<file path="src/rtl/regfile_wr_arb_pkg.sv">
// regfile_wr_arb_pkg
//   Shared constants and types for the two-requester register-file write
//   arbiter: register-number / data widths, register count, the queued
//   write entry {wn, d}, the round-robin pointer encoding and a one-hot
//   register decode helper used to build the pending-write bitmap.
package regfile_wr_arb_pkg;

  localparam int REG_W  = 5;   // register number width
  localparam int DATA_W = 32;  // write data width
  localparam int REG_N  = 32;  // number of architectural registers

  // One queued register-file write.
  typedef struct packed {
    logic [REG_W-1:0]  wn;
    logic [DATA_W-1:0] d;
  } entry_t;

  // Round-robin pointer: names the requester that wins a tie.
  typedef enum logic {
    RR_REQ0 = 1'b0,
    RR_REQ1 = 1'b1
  } rr_e;

  // One-hot mask with the bit for register n set.
  function automatic logic [REG_N-1:0] reg_bit(input logic [REG_W-1:0] n);
    logic [REG_N-1:0] m;
    m    = '0;
    m[n] = 1'b1;
    return m;
  endfunction

endpackage

</file>
<file path="src/rtl/regfile_wr_arb_if.sv">
// regfile_wr_arb_if
//   Bundles the requester handshakes and the register-file write port.
//   master : requester / register-file side (drives v*, wn*, d*)
//   slave  : the arbiter (drives rdy*, we, wn, d, pend)
//   Signals:
//     v0/v1     requester write-request valid
//     rdy0/rdy1 requester ready
//     wn0/wn1   requester destination register number
//     d0/d1     requester write data
//     we/wn/d   registered write port to the register file
//     pend      bitmap of registers with a write still in flight
interface regfile_wr_arb_if;
  import regfile_wr_arb_pkg::*;

  logic              v0;
  logic              v1;
  logic              rdy0;
  logic              rdy1;
  logic [REG_W-1:0]  wn0;
  logic [REG_W-1:0]  wn1;
  logic [DATA_W-1:0] d0;
  logic [DATA_W-1:0] d1;
  logic              we;
  logic [REG_W-1:0]  wn;
  logic [DATA_W-1:0] d;
  logic [REG_N-1:0]  pend;

  modport master (
    output v0, v1, wn0, wn1, d0, d1,
    input  rdy0, rdy1, we, wn, d, pend
  );

  modport slave (
    input  v0, v1, wn0, wn1, d0, d1,
    output rdy0, rdy1, we, wn, d, pend
  );

endinterface

</file>
<file path="src/rtl/regfile_wr_arb_fifo.sv">
// regfile_wr_fifo
//   Per-requester write queue of DEPTH entries (DEPTH = 2 or 4).
//   Ports:
//     clk, clrn   clock, synchronous active-low reset (empties the queue)
//     push        enqueue push_data (ignored when full)
//     push_data   entry to enqueue
//     pop         dequeue head (ignored when empty)
//     full/empty  occupancy flags from registered count
//     head        oldest entry
//     entries     raw storage slots, qualified by valid, for the pend bitmap
//     valid       per-slot occupied flags
module regfile_wr_fifo
  import regfile_wr_arb_pkg::*;
#(
  parameter int DEPTH = 2
) (
  input  logic             clk,
  input  logic             clrn,
  input  logic             push,
  input  entry_t           push_data,
  input  logic             pop,
  output logic             full,
  output logic             empty,
  output entry_t           head,
  output entry_t           entries [DEPTH],
  output logic [DEPTH-1:0] valid
);

  localparam int PTR_W = (DEPTH > 1) ? $clog2(DEPTH) : 1;
  localparam int CNT_W = $clog2(DEPTH + 1);

  entry_t           mem_q [DEPTH];
  logic [PTR_W-1:0] rd_ptr_q, rd_ptr_d;
  logic [PTR_W-1:0] wr_ptr_q, wr_ptr_d;
  logic [CNT_W-1:0] cnt_q, cnt_d;
  logic [DEPTH-1:0] valid_q, valid_d;

  logic do_push;
  logic do_pop;

  function automatic logic [PTR_W-1:0] ptr_inc(input logic [PTR_W-1:0] p);
    return (p == PTR_W'(DEPTH - 1)) ? '0 : p + 1'b1;
  endfunction

  assign full    = (cnt_q == CNT_W'(DEPTH));
  assign empty   = (cnt_q == '0);
  assign do_push = push & ~full;
  assign do_pop  = pop & ~empty;

  always_comb begin
    rd_ptr_d = rd_ptr_q;
    wr_ptr_d = wr_ptr_q;
    cnt_d    = cnt_q;
    valid_d  = valid_q;
    if (do_pop) begin
      rd_ptr_d          = ptr_inc(rd_ptr_q);
      valid_d[rd_ptr_q] = 1'b0;
    end
    // Push never targets the slot being popped: a push needs room and a
    // pop needs an entry, so the two pointers differ whenever both fire.
    if (do_push) begin
      wr_ptr_d          = ptr_inc(wr_ptr_q);
      valid_d[wr_ptr_q] = 1'b1;
    end
    case ({do_push, do_pop})
      2'b10:   cnt_d = cnt_q + 1'b1;
      2'b01:   cnt_d = cnt_q - 1'b1;
      default: cnt_d = cnt_q;
    endcase
  end

  always_ff @(posedge clk) begin
    if (!clrn) begin
      rd_ptr_q <= '0;
      wr_ptr_q <= '0;
      cnt_q    <= '0;
      valid_q  <= '0;
    end else begin
      rd_ptr_q <= rd_ptr_d;
      wr_ptr_q <= wr_ptr_d;
      cnt_q    <= cnt_d;
      valid_q  <= valid_d;
    end
  end

  // Payload storage carries no reset; slot occupancy is tracked by valid_q.
  always_ff @(posedge clk) begin
    if (clrn && do_push) begin
      mem_q[wr_ptr_q] <= push_data;
    end
  end

  assign head  = mem_q[rd_ptr_q];
  assign valid = valid_q;

  for (genvar gi = 0; gi < DEPTH; gi++) begin : g_slot
    assign entries[gi] = mem_q[gi];
  end

endmodule

</file>
<file path="src/rtl/regfile_wr_arb.sv">
// regfile_wr_arb
//   Two-requester write arbiter in front of a single register-file write
//   port. Each requester has its own FIFO; non-empty heads are arbitrated
//   every cycle (sole non-empty wins, ties broken by a round-robin
//   pointer) and the winner is registered onto we/wn/d. Writes to
//   register 0 are dropped at acceptance. pend flags every register with
//   a queued or currently-issuing write.
//   Ports:
//     clk   clock, rising edge
//     clrn  synchronous active-low reset
//     bus   slave side of regfile_wr_arb_if
module regfile_wr_arb
  import regfile_wr_arb_pkg::*;
#(
  parameter int DEPTH = 2
) (
  input  logic                  clk,
  input  logic                  clrn,
  regfile_wr_arb_if.slave       bus
);

  logic [1:0]            v;
  logic [1:0]            rdy;
  logic [1:0]            push;
  logic [1:0]            pop;
  logic [1:0]            full;
  logic [1:0]            empty;
  logic [1:0]            grant;
  entry_t [1:0]          req;
  entry_t [1:0]          head;
  logic [1:0][REG_N-1:0] fifo_pend;

  rr_e               rr_q, rr_d;
  logic              we_q, we_d;
  logic [REG_W-1:0]  wn_q, wn_d;
  logic [DATA_W-1:0] d_q, d_d;

  assign v      = {bus.v1, bus.v0};
  assign req[0] = '{wn: bus.wn0, d: bus.d0};
  assign req[1] = '{wn: bus.wn1, d: bus.d1};

  for (genvar gi = 0; gi < 2; gi++) begin : g_req
    entry_t           fifo_ent [DEPTH];
    logic [DEPTH-1:0] fifo_vld;
    logic [REG_N-1:0] mask;

    // Ready reflects registered occupancy only, so a same-cycle pop
    // cannot make room for a same-cycle push.
    assign rdy[gi]  = clrn & ~full[gi];
    // Register 0 writes are accepted but dropped here.
    assign push[gi] = v[gi] & rdy[gi] & (req[gi].wn != '0);
    assign pop[gi]  = grant[gi];

    regfile_wr_fifo #(
      .DEPTH (DEPTH)
    ) u_fifo (
      .clk       (clk),
      .clrn      (clrn),
      .push      (push[gi]),
      .push_data (req[gi]),
      .pop       (pop[gi]),
      .full      (full[gi]),
      .empty     (empty[gi]),
      .head      (head[gi]),
      .entries   (fifo_ent),
      .valid     (fifo_vld)
    );

    always_comb begin
      mask = '0;
      for (int i = 0; i < DEPTH; i++) begin
        if (fifo_vld[i]) begin
          mask = mask | reg_bit(fifo_ent[i].wn);
        end
      end
    end

    assign fifo_pend[gi] = mask;
  end

  // Arbitration and next output-stage state.
  always_comb begin
    grant = '0;
    rr_d  = rr_q;
    we_d  = 1'b0;
    wn_d  = wn_q;
    d_d   = d_q;
    if (!empty[0] && (empty[1] || rr_q == RR_REQ0)) begin
      grant[0] = 1'b1;
    end else if (!empty[1]) begin
      grant[1] = 1'b1;
    end
    if (grant[0]) begin
      we_d = 1'b1;
      wn_d = head[0].wn;
      d_d  = head[0].d;
      rr_d = RR_REQ1;
    end else if (grant[1]) begin
      we_d = 1'b1;
      wn_d = head[1].wn;
      d_d  = head[1].d;
      rr_d = RR_REQ0;
    end
  end

  always_ff @(posedge clk) begin
    if (!clrn) begin
      rr_q <= RR_REQ0;
      we_q <= 1'b0;
      wn_q <= '0;
      d_q  <= '0;
    end else begin
      rr_q <= rr_d;
      we_q <= we_d;
      wn_q <= wn_d;
      d_q  <= d_d;
    end
  end

  assign bus.rdy0 = rdy[0];
  assign bus.rdy1 = rdy[1];
  assign bus.we   = we_q;
  assign bus.wn   = wn_q;
  assign bus.d    = d_q;
  // Queued writes plus the one on the port this cycle; register 0 is
  // never reported since writes to it never reach a FIFO.
  assign bus.pend = (fifo_pend[0] | fifo_pend[1] |
                     (we_q ? reg_bit(wn_q) : '0)) & ~REG_N'(1);

endmodule

</file>
<file path="src/flat_wrapper.sv">
// flat-port wrapper written by rule: the top's interface ports become plain ports
module regfile_wr_arb_flat import regfile_wr_arb_pkg::*;
#(
  parameter int DEPTH = 2
)
  (clk, clrn, bus_v0, bus_v1, bus_wn0, bus_wn1, bus_d0, bus_d1, bus_rdy0, bus_rdy1, bus_we, bus_wn, bus_d, bus_pend);
  regfile_wr_arb_if bus_i ();
  input  logic clk;
  input  logic clrn;
  input wire logic [$bits(bus_i.v0)-1:0] bus_v0;
  input wire logic [$bits(bus_i.v1)-1:0] bus_v1;
  input wire logic [$bits(bus_i.wn0)-1:0] bus_wn0;
  input wire logic [$bits(bus_i.wn1)-1:0] bus_wn1;
  input wire logic [$bits(bus_i.d0)-1:0] bus_d0;
  input wire logic [$bits(bus_i.d1)-1:0] bus_d1;
  output wire logic [$bits(bus_i.rdy0)-1:0] bus_rdy0;
  output wire logic [$bits(bus_i.rdy1)-1:0] bus_rdy1;
  output wire logic [$bits(bus_i.we)-1:0] bus_we;
  output wire logic [$bits(bus_i.wn)-1:0] bus_wn;
  output wire logic [$bits(bus_i.d)-1:0] bus_d;
  output wire logic [$bits(bus_i.pend)-1:0] bus_pend;
  assign bus_i.v0 = bus_v0;
  assign bus_i.v1 = bus_v1;
  assign bus_i.wn0 = bus_wn0;
  assign bus_i.wn1 = bus_wn1;
  assign bus_i.d0 = bus_d0;
  assign bus_i.d1 = bus_d1;
  assign bus_rdy0 = bus_i.rdy0;
  assign bus_rdy1 = bus_i.rdy1;
  assign bus_we = bus_i.we;
  assign bus_wn = bus_i.wn;
  assign bus_d = bus_i.d;
  assign bus_pend = bus_i.pend;
  regfile_wr_arb #(.DEPTH(DEPTH)) u_core (.clk(clk), .clrn(clrn), .bus(bus_i));
endmodule
</file>
<file path="config.mk">
export PLATFORM = sky130hd
export DESIGN_NAME = regfile_wr_arb_flat
export DESIGN_NICKNAME = d
export VERILOG_FILES = /design/src/rtl/regfile_wr_arb_pkg.sv /design/src/rtl/regfile_wr_arb_if.sv /design/src/rtl/regfile_wr_arb_fifo.sv /design/src/rtl/regfile_wr_arb.sv /design/src/flat_wrapper.sv
export SDC_FILE = /design/constraint.sdc
export NUM_CORES = 1
export LEC_CHECK = 0
export ABC_AREA = 0
export CAP_MARGIN = 20
export CORE_ASPECT_RATIO = 0.7
export CORE_MARGIN = 10
export CORE_UTILIZATION = 38
export CTS_CLUSTER_DIAMETER = 100
export DETAILED_ROUTE_END_ITERATION = 8
export SLEW_MARGIN = 10
export SYNTH_ARGS = -nofsm -noshare
export SYNTH_HDL_FRONTEND = slang
export SYNTH_SLANG_ARGS = --single-unit
</file>
<file path="constraint.sdc">
create_clock -name clk -period 5.1 [get_ports clk]
set_input_delay 0.765 -clock clk [delete_from_list [all_inputs] [get_ports clk]]
set_output_delay 0.765 -clock clk [all_outputs]
set_load 0.05 [all_outputs]
</file>
# Yosys cells after proc, flatten, opt, wreduce, memory -nomap -nowiden
# Memory sizes are Yosys's and may differ from the RTL's. A register that Yosys moved wholly into a read port is not among the register bits.
# Cells that the tools add are included.
totals:
  register_bits: 51
  ramBits: 148
  output_inout_bits: 72
  n_memories: 2
memory_table:
  columns: ["memory", "depth", "word_bits", "rd", "rd_clocked_by_memory_dff", "write_ports", "line_no", "source"]
  rows:
  - ["u_core.g_req[0].u_fifo.mem_q", 2, 37, 3, 1, 1, "regfile_wr_arb_fifo.sv:32", "entry_t mem_q [DEPTH];"]
  - ["u_core.g_req[1].u_fifo.mem_q", 2, 37, 3, 1, 1, "regfile_wr_arb_fifo.sv:32", null]
classes:
  addsub: 8
  n_lt_le_gt_ge: 18
  eq_ne: 6
  muxes: 52
  bitwise: 25
  reduce_logical: 21
ops:
  columns: ["operator", "n"]
  rows:
  - ["32-bit two-way mux", 7]
  - ["32-bit OR", 4]
  - ["5-bit by 6-bit < comparator with 1-bit output (second input constant)", 5]
  - ["1-bit two-way mux", 28]
  - ["1-bit demux with 5-bit select", 5]
  - ["5-bit by 1-bit >= comparator with 1-bit output (second input constant)", 5]
  - ["1-bit logical AND", 12]
  - ["1-bit AND", 10]
  - ["5-bit two-way mux", 2]
  - ["5-bit nonzero test", 2]
  - ["2-bit == test (second input constant)", 4]
  - ["1-bit by 2-bit < comparator with 1-bit output (second input constant)", 4]
  - ["2-bit two-way mux", 4]
  - ["2-bit case mux with 2 select lines", 2]
  - ["2-bit nonzero test", 3]
  - ["1-bit NOT", 5]
  - ["1-bit adder (second input constant)", 4]
  - ["2-bit by 1-bit adder with 2-bit output (second input constant)", 2]
  - ["2-bit AND", 2]
  - ["1-bit demux with 1-bit select", 4]
  - ["2-bit by 1-bit == test with 1-bit output (second input constant)", 2]
  - ["1-bit >= comparator (second input constant)", 4]
  - ["2-bit zero test", 2]
  - ["2-bit NOT", 2]
  - ["4 further kinds", 6]

# Depth between registers and ports, before layout
# Gate-level depths: netlist of run 1.
# An unclocked memory read counts as a cell.
depth:
  word_depth: 10
  ltp_mapped: 7

# Hierarchy
# Synthesis of run 1 repeated with hierarchy kept, for this count alone.
unflattened:
  hier_cells: 711
  hier_area_um2: 9295.2
by_module_without_submodules:
  columns: ["module", "n_inst", "cells_per_inst", "area_each_um2", "seq_area_each_um2"]
  rows:
  - ["regfile_wr_fifo", 2, 150, 2975.4, 2362.3]
  - ["regfile_wr_arb", 1, 411, 3344.5, 780.7]

# Worst setup path before layout of run 1
# Ideal clock, no wire load.
synth_timing:
  path_type: "input -> register"
  startpoint: "input port clrn"
  endpoint: "memory u_core.g_req[0].u_fifo.mem_q[1][0] (netlist bit), enable pin"
  setup_time_ns: 0.488
  arrival_ns: 3.721
  required_ns: 4.612
  path_slack_ns: 0.891
  cell_stages: 2
  path_cell_list: "o211ai_1 > nor3b_1"
synth_between:
  elab_chain_cells: 7
synth_lines:
  columns: ["element", "line_no", "source"]
  rows:
  - ["start, declared", "flat_wrapper.sv:9", "input logic clrn;"]
  - ["1-bit AND", "regfile_wr_arb.sv:49", "assign rdy[gi] = clrn & ~full[gi];"]
  - ["1-bit AND (2 in a row)", "regfile_wr_arb.sv:51", "assign push[gi] = v[gi] & rdy[gi] & (req[gi].wn != '0);"]
  - ["1-bit AND", "regfile_wr_arb_fifo.sv:47", "assign do_push = push & ~full;"]
  - ["1-bit logical AND (*)", "regfile_wr_arb_fifo.sv:88", "if (clrn && do_push) begin"]
  - ["1-bit two-way mux (*)", "regfile_wr_arb_fifo.sv:88", null]
  - ["1-bit two-way mux (not written as such) (*)", "regfile_wr_arb_fifo.sv:89", "mem_q[wr_ptr_q] <= push_data;"]
  - ["end, declared", "regfile_wr_arb_fifo.sv:32", null]
# Mark *: on every way between the ends. The rest lies on a longest branch, timed or not.

==> results of run 1 <==
[path summary, 6_finish.rpt]
check / start / to / slack, ns
worst max-delay path: u_core.g_req[0].u_fifo.mem_q[1][35]$_DFFE_PP_ / bus_pend[16] / 1.14
worst min-delay path: u_core.g_req[1].u_fifo.wr_ptr_q$_SDFFE_PN0N_ / u_core.g_req[1].u_fifo.wr_ptr_q$_SDFFE_PN0N_ / 0.50
worst max register to register: u_core.g_req[1].u_fifo.cnt_q[1]$_SDFFE_PN0P_ / u_core.g_req[0].u_fifo.cnt_q[1]$_SDFFE_PN0P_ / 2.68
worst min register to register: u_core.g_req[1].u_fifo.wr_ptr_q$_SDFFE_PN0N_ / u_core.g_req[1].u_fifo.wr_ptr_q$_SDFFE_PN0N_ / 0.50
[worst register-to-register path, stage by stage (launching register included)]
cell and delay [ns]:
dfxtp_1 0.49, o21ai_0 0.22, o21ai_4 0.09, buf_4 0.47, inv_2 0.20, ha_1 0.38, or3_1 0.35, a21boi_0 0.16
[power by group]
group / internal, W / leakage, nW / switching [W]
Combinational: 0.000760 / 1.60 / 0.00127
Sequential: 0.00200 / 1.79 / 0.000276
Clock: 0.000871 / 0.320 / 0.000595
Total: 0.00363 / 3.71 / 0.00215
[synth_stat cells, types with 2 or more instances]
cell       instances
or2_1              2
o22ai_1           12
nand2b_1          14
edfxtp_1         148
o22a_1             3
o21ai_1           31
a22oi_1           16
nand2_1           69
a21boi_0           4
dfxtp_1           53
nor4b_1            2
o211ai_1           8
a31oi_1            9
buf_2             16
nand3_1           25
nand4bb_1          2
and2_1             7
nor2b_1           11
a32oi_1            4
inv_1              4
clkbuf_1          31
o2111a_1           6
o21a_1            38
a21oi_1            7
o21ai_0            3
or3_1              3
xnor2_1            4
a221oi_1           5
nand4b_1          12
nand4_1            6
o32ai_1            2
nor2_1            64
buf_6              3
nor3_1            20
o221ai_1           5
nor3b_1           10
nor4bb_1           2
mux2i_1           74
[cell type report]
| type | instances | share of cell area |
|---|---|---|
| clock buffers | 27 | 0.0489 |
| clock inverters | 8 | 0.00934 |
| inverters | 5 | 0.00165 |
| multi-input cells | 494 | 0.284 |
| flip-flops and latches | 201 | 0.484 |
| well taps | 312 | 0.0343 |
| repair buffers | 160 | 0.138 |
[sequential cells by signal, indices dropped and copies added (netlist names), named ones only]
signal and count:
u_core.g_req.u_fifo.mem_q 148, u_core.bus.d 32, u_core.bus.wn 5, u_core.g_req.u_fifo.cnt_q 4, u_core.g_req.u_fifo.valid 4, u_core.g_req.u_fifo.rd_ptr_q 2, u_core.g_req.u_fifo.wr_ptr_q 2, u_core.bus.we 1
u_core.rr_q 1
[cells by family (layout without fill, tap and decap cells)]
| logic type | Yosys count | in the layout | share of synthesized area |
|---|---|---|---|
| AOI/OAI and AO/OA | 160 | 160 | 0.126 |
| xor gates and xnor gates | 4 | 4 | 0.00391 |
| adders and majority gates | 1 | 1 | 0.00140 |
| buffers and inverters | 56 | 200 | 0.0286 |
| DFF | 201 | 201 | 0.614 |
| muxes | 74 | 74 | 0.0826 |
| other | 1 | 1 | 0.000418 |
| and+or+nand+nor | 254 | 254 | 0.143 |
[metrics by stage]
| stage | hold WS [ns] | util |
|---|---|---|
| finish | 0.495 | 0.497 |
| global route | 0.534 | 0.497 |
| CTS | 0.495 | 0.497 |
| detailed placement | 0.486 | 0.468 |
| global placement | 0.475 | 0.468 |
| floorplan | 0.453 | - |
[layer usage]
metal	global-route usage	up-vias	wire, um	part of all wire
met5	0	-	0	0
met4	0.0324	0	297	0.011
met3	0.0421	28	2250	0.083
met2	0.238	299	10800	0.40
met1	0.272	3209	13600	0.51
li1	-	3100	-	-
==> results.json, run 1 <==
{
  "yosys.area.top_type": "edfxtp_1",
  "vias": 6636,
  "clk_pin_slew_ns": 0.06,
  "finalCriticalPeriod_ns": 3.96,
  "cts_buffer_depth": 3,
  "crit_slowest_cell": "clkdlybuf4s50_1",
  "core-area_um2": 22900,
  "overflow": 0,
  "fin_cells": 1207,
  "routabilityCongestion": 0.949,
  "synth_edf_count": 148,
  "syn_to_final_growth_pct": 27.0,
  "crit_path_start_kind": "flip-flop",
  "cp_num_buf_inv": 1,
  "port_buffers": 148,
  "ys_top_cells_by_area": "edfxtp_1 (50%), dfxtp_1 (12%), mux2i_1 (8.3%)",
  "synth_seq_cells": 201,
  "cpPeakStageDelay_ns": 0.82,
  "gr-usage-all-layers": 0.175,
  "clock_latency_ns": 0.50,
  "drt-initial-drc-count": 655,
  "final.setup.tns_ns": 0,
  "nNetsFinal": 961,
  "finalCritPeriodShare": 0.775,
  "htree_levels": 1,
  "yosys_warnings": 0,
  "yosys_most_used_dff": "edfxtp_1",
  "powerDensity_nw_per_um2": 507,
  "cp.arrival_ns": 3.19,
  "reg2reg_depth": 7,
  "rsz0062_at_grt": "false",
  "routed_wl_um": 27000,
  "hold_viol": 0,
  "grt_pass1_wl_um": 41200,
  "setup_viol": 0,
  "crit_type": "flip-flop to primary output",
  "mostFrequentLayoutCell": "edfxtp_1",
  "cts.sinks": 201,
  "grt_pass1_vias": 6436,
  "pin_count": 150,
  "final_cell_mix": "edfxtp_1 (148), clkdlybuf4s50_1 (147), mux2i_1 (74)",
  "ys_async_sr_fraction": 0,
  "num_rows": 46,
  "cts_root_buffer": "clkbuf_16",
  "seq_area_um2": 5510,
  "cts_resized": 0,
  "synth-seq-area-share": 0.614,
  "vias_per_cell": 5.50,
  "postRouteAntennaNets": 0,
  "status": "complete, no violations",
  "synth_cell_types": 54,
  "drive_gt1_frac": 0.0637,
  "slew_viol_final": 0,
  "postCtsHoldBufs": 0,
  "path_cells": "nand2b_1 -> nor3b_1 -> a22oi_1 -> nand3_1 -> clkdlybuf4s50_1",
  "p_total_w": 0.00577,
  "syn_area_um2": 8960,
  "cp_max_fo": 7,
  "crit_cells": 5,
  "antennaDiodeCount": 0,
  "cp-end-kind": "primary output",
  "hold_depth": 2,
  "drc": 0,
  "dp_hpwl_um": 19000,
  "cts_tree": "yes",
  "syn_inst": 751,
  "start_util": 0.391,
  "firstDrtPassIters": 5,
  "multi_input_area_um2": 3240,
  "required_ns": 4.34,
  "post_cts_buffers": 0,
  "die-area_um2": 30200,
  "slew_headroom": 0.307,
  "peakVddDrop_uv": 319,
  "dpl_cell_area_um2": 10700,
  "synth_nets": 830,
  "max-cap-violations": 0,
  "setup_slack_ns": 1.14,
  "yosysTopAreaCellShare": 0.496,
  "nFillCells": 2093,
  "grt_max_degree": 46,
  "antenna_found_initial": 0,
  "die_x_um": 204,
  "max_freq_mhz": 253,
  "avgRoutedWirePerCell_um": 22.3,
  "fin_area_um2": 11400,
  "die_height_um": 149,
  "hp-class": "flip-flop to flip-flop",
  "dp.cells": 1171,
  "synth_area_per_cell_um2": 11.9,
  "dp_slack_ns": 1.76,
  "fin_skew_ns": 0.0312,
  "crit_family": "simple AND/OR/NAND/NOR gates",
  "leakage_nw": 3.71,
  "tightest_slew_ns": 1.03,
  "numCtsBuffers": 20
}
(Power assumes the default switching activity.)
==> run 2, diff against run 1 <==
==> constraint.sdc (replaced) <==
create_clock -name clk -period 3.3 [get_ports clk]
set_input_delay 0.495 -clock clk [delete_from_list [all_inputs] [get_ports clk]]
set_output_delay 0.495 -clock clk [all_outputs]
set_load 0.05 [all_outputs]
==> results.json, run 2 (synthesis results as in run 1) <==
{
  "finalCritPeriodShare": 0.985,
  "hp-class": "input port to flip-flop",
  "cts_buffer_depth": 3,
  "postCtsHoldBufs": 0,
  "cts_tree": "yes",
  "firstDrtPassIters": 5,
  "min-delay-start": "clrn",
  "htree_levels": 1,
  "cpPeakStageDelay_ns": 0.84,
  "powerDensity_nw_per_um2": 781,
  "syn_to_final_growth_pct": 30.6,
  "max_freq_mhz": 308,
  "die_height_um": 149,
  "regToRegStartpoint": "u_core.g_req[0].u_fifo.cnt_q[1]$_SDFFE_PN0P_",
  "mostFrequentLayoutCell": "edfxtp_1",
  "fin_cells": 1237,
  "overflow": 0,
  "crit_family": "buffers and inverters",
  "grt_max_degree": 55,
  "slew_headroom": 0.372,
  "gr-usage-all-layers": 0.178,
  "largest_reg_flops": 148,
  "drc": 0,
  "clock_latency_ns": 0.50,
  "hold_viol": 0,
  "routabilityCongestion": 0.967,
  "max-cap-violations": 0,
  "slew_viol_final": 0,
  "cp_num_buf_inv": 2,
  "antenna_found_initial": 2,
  "vias": 6792,
  "start_util": 0.391,
  "cts.sinks": 201,
  "final_cell_mix": "edfxtp_1 (148), clkdlybuf4s50_1 (128), mux2i_1 (74)",
  "nNetsFinal": 988,
  "crit_path_start_kind": "flip-flop",
  "final_util": 0.511,
  "pin_count": 150,
  "holdWs_ns": 0.465,
  "drive_gt1_frac": 0.106,
  "cp.arrival_ns": 2.75,
  "regMostFlops": "u_core.g_req.u_fifo.mem_q",
  "drt-initial-drc-count": 551,
  "finalCriticalPeriod_ns": 3.25,
  "final.setup.tns_ns": 0,
  "cts_root_buffer": "clkbuf_16",
  "setup_viol": 0,
  "setup_slack_ns": 0.0501,
  "clk_pin_slew_ns": 0.06,
  "fin_skew_ns": 0.0156,
  "core-area_um2": 22900,
  "dp_hpwl_um": 19300,
  "rsz0062_at_grt": "false",
  "crit_type": "flip-flop to primary output",
  "postRouteAntennaNets": 0,
  "die_x_um": 204,
  "cp_max_fo": 10,
  "num_rows": 46,
  "startpoint": "u_core.g_req[0].u_fifo.mem_q[0][32]$_DFFE_PP_",
  "port_buffers": 148,
  "cp-end-kind": "primary output",
  "leakage_nw": 4.10,
  "status": "complete, no violations",
  "crit_slowest_cell": "clkdlybuf4s50_1",
  "tightest_slew_ns": 0.943,
  "dp_slack_ns": 0.401,
  "vias_per_cell": 5.49,
  "routed_wl_um": 27600,
  "dp.cells": 1198,
  "numCtsBuffers": 21,
  "grt_pass1_wl_um": 42000,
  "peakVddDrop_uv": 481,
  "die-area_um2": 30200,
  "path_cells": "buf_4 -> nor2_1 -> a22oi_1 -> nand2_1 -> clkdlybuf4s50_1",
  "avgRoutedWirePerCell_um": 22.4,
  "grt_pass1_vias": 6644,
  "required_ns": 2.80
}
## run 2: cell count changes in the layout (fill, tap and decap cells not counted), sizes merged
| cell | delta |
|---|---|
| buf | +34 |
| clkdlybuf4s50 | -19 |
| dlymetal6s2s | +11 |
| inv | +2 |
| clkbuf | +1 |
| diode | +1 |
## run 2: metrics by stage
step | power [W] | area, um^2
final | 0.00914 | 11700
after floorplan | 0.00563 | 8980
after global placement | 0.00688 | 11000
after detailed placement | 0.00688 | 11000
after global routing | 0.00962 | 11700
after CTS | 0.00923 | 11700
## run 2: metal layers
layer	vias up	track usage	share of wire
met5	-	0	0.00047
met4	2	0.0379	0.019
met3	55	0.0512	0.092
met2	339	0.239	0.39
met1	3239	0.271	0.50
li1	3157	-	-
## run 2: layout make-up
type	instances	area [um^2]
fill	2093	11200
tap	312	390
sequential	201	5510
antenna	1	2.50
inverter	5	18.8
timing repair buffer	186	1820
clock inverter	10	110
multi-input combinational	494	3280
clock buffer	28	572
## run 2: worst register-to-register path, delay by kind of cell, from the launching register on
family,cells,cell delay (ns)
AO/OA/AOI/OAI,2,0.89
AND/OR/NAND/NOR,2,0.60
flip-flops,1,0.59
adder cells (fa/ha/maj),1,0.26
buffers and inverters,1,0.11
## run 2: timing repair
item,4_1_cts,5_1_grt
setup endpoints to repair,8,16
resized for setup,3,15
pin swaps,0,0
buffers inserted,0,0
## run 2: path summary, 6_finish.rpt
check	end	slack, ns	cells past startpoint
min	u_core.g_req[1].u_fifo.wr_ptr_q$_SDFFE_PN0N_	0.46	4
min reg2reg	u_core.rr_q$_SDFFE_PN0P_	0.49	2
max	bus_pend[26]	0.05	5
max reg2reg	u_core.g_req[0].u_fifo.cnt_q[1]$_SDFFE_PN0P_	0.78	6
## run 2: power breakdown
part | total [W] | switching, W | internal (W)
sequential | 0.00354 | 0.000456 | 0.00309
clock | 0.00233 | 0.000948 | 0.00138
combinational | 0.00327 | 0.00199 | 0.00128
total | 0.00914 | 0.00339 | 0.00575
